**config.mk**
```make
export PLATFORM = sky130hd
export DESIGN_NAME = clk_div_prog
export DESIGN_NICKNAME = d
export VERILOG_FILES = /design/src/rtl/clk_div_prog.sv
export SDC_FILE = /design/constraint.sdc
export NUM_CORES = 1
export LEC_CHECK = 0
export ABC_AREA = 1
export BUFFER_PORTS_ARGS = -buffer_cell sky130_fd_sc_hd__buf_4
export CAP_MARGIN = 10
export CORE_ASPECT_RATIO = 1.2
export CORE_MARGIN = 5
export CORE_UTILIZATION = 39
export CTS_CLUSTER_DIAMETER = 80
export DETAILED_ROUTE_END_ITERATION = 10
export SLEW_MARGIN = 25
export SYNTH_ARGS = -nofsm -noshare
export SYNTH_HDL_FRONTEND = slang
export SYNTH_SLANG_ARGS = --single-unit
```
**constraint.sdc**
```tcl
create_clock -name clk_100MHz -period 5.5 [get_ports clk_100MHz]
set_input_delay 0.55 -clock clk_100MHz [delete_from_list [all_inputs] [get_ports clk_100MHz]]
set_output_delay 0.55 -clock clk_100MHz [all_outputs]
set_load 0.03 [all_outputs]
```
**src/rtl/clk_div_prog.sv**
```systemverilog
// Multi-channel programmable clock divider with shadowed, glitch-free divisor updates.
// Optional phase-align strobe `sync` when CLK_DIV_SYNC_EN is defined.
module clk_div_prog #(
    parameter  int CH      = 2,
    parameter  int DIV_W   = 26,
    parameter  int DEF_DIV = 33333333,
    localparam int SEL_W   = (CH > 1) ? $clog2(CH) : 1
) (
    input  logic             clk_100MHz,
    input  logic             rst,
    input  logic [CH-1:0]    en,
    input  logic             div_load,
    input  logic [SEL_W-1:0] div_sel,
    input  logic [DIV_W-1:0] div_val,
`ifdef CLK_DIV_SYNC_EN
    input  logic             sync,
`endif
    output logic             div_ack,
    output logic             div_err,
    output logic [CH-1:0]    clk_out,
    output logic [CH-1:0]    tick
);

    localparam logic [DIV_W-1:0] DEF_V = DIV_W'(DEF_DIV);
    localparam logic [DIV_W-1:0] ONE_V = DIV_W'(1);
    localparam logic [DIV_W-1:0] TWO_V = DIV_W'(2);

    logic [DIV_W-1:0] act_q [CH];
    logic [DIV_W-1:0] act_d [CH];
    logic [DIV_W-1:0] shd_q [CH];
    logic [DIV_W-1:0] shd_d [CH];
    logic [DIV_W-1:0] cnt_q [CH];
    logic [DIV_W-1:0] cnt_d [CH];
    logic [CH-1:0]    pend_q, pend_d;
    logic [CH-1:0]    clk_q, clk_d;
    logic [CH-1:0]    tick_q, tick_d;
    logic             ack_q, ack_d;
    logic             err_q, err_d;
    logic [CH-1:0]    wrap;
    logic             sel_ok;
    logic             ld_ok;
    logic             sync_now;

`ifdef CLK_DIV_SYNC_EN
    assign sync_now = sync;
`else
    assign sync_now = 1'b0;
`endif

    always_comb begin
        sel_ok = (int'(div_sel) < CH);
        ld_ok  = div_load && (div_val >= TWO_V) && sel_ok;
        ack_d  = ld_ok;
        err_d  = div_load && !ld_ok;
        pend_d = pend_q;
        clk_d  = '0;
        tick_d = '0;
        wrap   = '0;
        for (int i = 0; i < CH; i++) begin
            act_d[i] = act_q[i];
            shd_d[i] = shd_q[i];
            cnt_d[i] = cnt_q[i];
            // >= rather than == keeps the counter bounded even if A ever shrank below C
            wrap[i]  = (cnt_q[i] >= (act_q[i] - ONE_V));
            if (sync_now || !en[i]) begin
                cnt_d[i] = '0;
                if (pend_q[i]) begin
                    act_d[i]  = shd_q[i];
                    pend_d[i] = 1'b0;
                end
            end else begin
                clk_d[i]  = (cnt_q[i] >= (act_q[i] >> 1));
                tick_d[i] = wrap[i];
                if (wrap[i]) begin
                    cnt_d[i] = '0;
                    if (pend_q[i]) begin
                        act_d[i]  = shd_q[i];
                        pend_d[i] = 1'b0;
                    end
                end else begin
                    cnt_d[i] = cnt_q[i] + ONE_V;
                end
            end
            // A new load lands after the wrap/sync decision, so it waits for the next boundary
            if (ld_ok && (int'(div_sel) == i)) begin
                shd_d[i]  = div_val;
                pend_d[i] = 1'b1;
            end
        end
    end

    always_ff @(posedge clk_100MHz) begin
        if (rst) begin
            for (int i = 0; i < CH; i++) begin
                act_q[i] <= DEF_V;
                shd_q[i] <= DEF_V;
                cnt_q[i] <= '0;
            end
            pend_q <= '0;
            clk_q  <= '0;
            tick_q <= '0;
            ack_q  <= 1'b0;
            err_q  <= 1'b0;
        end else begin
            for (int i = 0; i < CH; i++) begin
                act_q[i] <= act_d[i];
                shd_q[i] <= shd_d[i];
                cnt_q[i] <= cnt_d[i];
            end
            pend_q <= pend_d;
            clk_q  <= clk_d;
            tick_q <= tick_d;
            ack_q  <= ack_d;
            err_q  <= err_d;
        end
    end

    assign clk_out = clk_q;
    assign tick    = tick_q;
    assign div_ack = ack_q;
    assign div_err = err_q;

endmodule

```
==> flow_metrics.tcl <==
set metrics [dict create \
    syn_area_sq_mm 0.01054 \
    reg2reg_depth 23 \
    hp-class "in2reg" \
    ys_seq_area_frac 0.3115 \
    period_needed_ps 4195 \
    final_area_sq_mm 0.01162 \
    cp-end-kind "register" \
    critPathLaunchType "register" \
    nets 1647 \
    hold_viol 0 \
    dpl-instance-area_sq_mm 0.01102 \
    yosys_warnings 0 \
    ys_async_sr_fraction 0 \
    cts_root_buf "clkbuf_16" \
    io_pins 38 \
    yosys.area.top_type_share 0.3115 \
    viasPerCell 5.018 \
    die-area_sq_mm 0.03043 \
    synth-seq-cells 164 \
    overflow 0 \
    synth_cells 1499 \
    wl_mm 26.63 \
    synthDistinctLibCells 45 \
    dieHeight_um 190.1 \
    cts_buffer_depth 2 \
    antenna_found_initial 0 \
    dp_hpwl_mm 20.68 \
    holdPathStages 3 \
    cts_hold_buf 0 \
    gp_congestion 0.8972 \
    fin_crit_sh 0.7627 \
    cts_buffers 17 \
    grt.total_usage 0.1776 \
    worstMarginPinSlew_ps 991.6 \
    row_count 66 \
    dr_total_vias 9343 \
    drcViolationCount 0 \
    arrival_ps 4570 \
    worst_clock_skew_ps 14.46 \
    final-setup-viol-count 0 \
    whs_endpoint "shd_q[0][16]$_SDFFE_PP0P_" \
    cts.sinks 164 \
    fin_hold_ws_ps 358.2 \
    slew_viol_final 0 \
    cts_resized 0 \
    coreArea_sq_mm 0.02692 \
    drt-initial-drc-count 510 \
    power_leakage_nw 5.639 \
    fmax_mhz 238.4 \
    peakVddDrop_mv 0.2113 \
    r2r_start "act_q[0][0]$_SDFFE_PP1P_" \
    cts_max_level 4 \
    rsz0062_at_grt "false" \
    start_util 0.3915 \
    die_w_um 160.1 \
    clk_latency_ps 450 \
    status "completed" \
    yosys-top-cells-count "316 x nand2_1, 181 x nor2_1, 176 x inv_1" \
    synth_edf_count 0 \
    drv_cap 0 \
    reg2reg_to "act_q[0][18]$_SDFFE_PP1P_" \
    synth_area_leaders "dfxtp_1 31%, ha_1 13%, nand2_1 11%, nand3_1 7.1%, nor2_1 6.4%" \
    ant_nets 0 \
    cts.clk_slew.worst_paths_ps 80 \
    setup_ws_ps 1305 \
    syn_nets 1637 \
    io_buffers 37 \
    rrSetupSlack_ps 1300 \
    crit_required_ps 5870 \
    worst-path-max-fanout 40 \
    grt_pass1_wl_mm 44.52 \
    post_cts_buffers 0 \
    setup_tns_ps 0 \
    holdCritStartpoint "div_val[16]" \
    avgSynthCellArea_sq_um 7.031 \
    drive_above_1_share 0.09133 \
    grt_pass1_vias 9025 \
    dp_worst_setup_slack_ps 1256 \
    synth_most_common_cell "nand2_1" \
    grt_max_degree 54 \
    worstSetupPathType "reg2reg" \
    syn_to_final_growth_pct 10.23 \
    final_util 0.4316 \
    yosys.area.top_type "dfxtp_1" \
    power_density_mw_per_mm2 238.3 \
    cts_tree "built" \
    antenna_cells 0 \
    relSlewSlack 0.3374 \
    synth_ff_type "dfxtp_1" \
    first_pass_iters 6 \
    wire_per_inst_um 14.30 \
]
==> critical path, cell delays in order (launching register included) <==
cell and delay [ps]:
dfxtp_1 310, inv_1 120, ha_1 200, nand3_1 140
nor2_2 160, nand2_2 100, nor2_4 130, nand3_2 100
nor2_2 140, nand3_1 100, xor2_1 130, inv_1 50
ha_1 260, nand2_1 60, nor2_1 50, nand2_1 90
nor2_1 70, nand2_1 50, nand2_1 50, nor2_2 150
nand4_2 770, nand2_1 700, nand2_1 110, nand3_1 80
==> logic make-up after synthesis <==
family / Yosys count / share of synthesized area
xor gates and xnor gates: 68 / 0.05651
AOI/OAI and AO/OA: 114 / 0.05828
DFF: 164 / 0.3115
and+or+nand+nor: 809 / 0.3562
adders and majority gates: 106 / 0.1258
buffers and inverters: 238 / 0.09164
==> through the flow <==
| stage | power, mW | cells |
|---|---|---|
| after floorplan | 1.486 | 1499 |
| after detailed placement | 1.572 | 1830 |
| after global placement | 1.567 | 1830 |
| final | 2.768 | 1862 |
| after CTS | 2.797 | 1862 |
| after global routing | 2.890 | 1862 |
==> cell type report <==
type,count,area (sq um)
Timing Repair Buffer,42,315.3
Fill cell,2842,15300
Sequential cell,164,3283
Clock buffer,17,425.4
Clock inverter,15,176.4
Inverter,187,701.9
Multi-Input combinational cell,1097,6291
Tap cell,340,425.4
==> cell usage in the layout, fill, tap and decap left out, types with 20 or more instances in the layout <==
| master | Yosys | final |
|---|---|---|
| nor2_1 | 181 | 181 |
| nand3_1 | 150 | 150 |
| a21oi_1 | 84 | 84 |
| nor4_1 | 20 | 20 |
| nand2_1 | 316 | 316 |
| dfxtp_1 | 164 | 164 |
| nor3_1 | 27 | 27 |
| xor2_1 | 58 | 58 |
| nand4_1 | 49 | 49 |
| ha_1 | 106 | 106 |
| inv_1 | 176 | 176 |
| buf_4 | 4 | 42 |
==> worst max-delay path by stage <==
stage | slack, ps | from | end | cells after the start
6_report | 1300 | act_q[0][0]$_SDFFE_PP1P_ | act_q[0][18]$_SDFFE_PP1P_ | 23
5_1_grt | 750 | act_q[0][0]$_SDFFE_PP1P_ | act_q[0][24]$_SDFFE_PP1P_ | 23
4_1_cts | 1240 | act_q[0][0]$_SDFFE_PP1P_ | act_q[0][18]$_SDFFE_PP1P_ | 23
3_5_place_dp | 1260 | act_q[0][0]$_SDFFE_PP1P_ | act_q[0][18]$_SDFFE_PP1P_ | 23
3_3_place_gp | 1340 | act_q[0][0]$_SDFFE_PP1P_ | act_q[0][24]$_SDFFE_PP1P_ | 23
2_1_floorplan | 2630 | act_q[0][0]$_SDFFE_PP1P_ | act_q[0][6]$_SDFFE_PP1P_ | 24
==> metal layers <==
metal / track usage / wire [um] / vias up
met4: 0.05727 / 575 / 0
met5: 0 / 0 / -
met3: 0.03034 / 713 / 37
li1: - / - / 4922
met2: 0.3209 / 13660 / 143
met1: 0.2144 / 11680 / 4241
==> report_power, final <==
| group | internal [mW] | total, mW | switching, mW |
|---|---|---|---|
| registers | 1.23 | 1.27 | 0.0333 |
| clock network | 0.619 | 1.23 | 0.606 |
| logic | 0.0941 | 0.277 | 0.183 |
==> sequential cells by signal, indices dropped and copies added, names as in the netlist <==
register,count
act_q,52
shd_q,52
tick,2
cnt_q,52
clk_out,2
pend_q,2
div_err,1
div_ack,1
No activity file was read; power rests on OpenSTA's default activity.
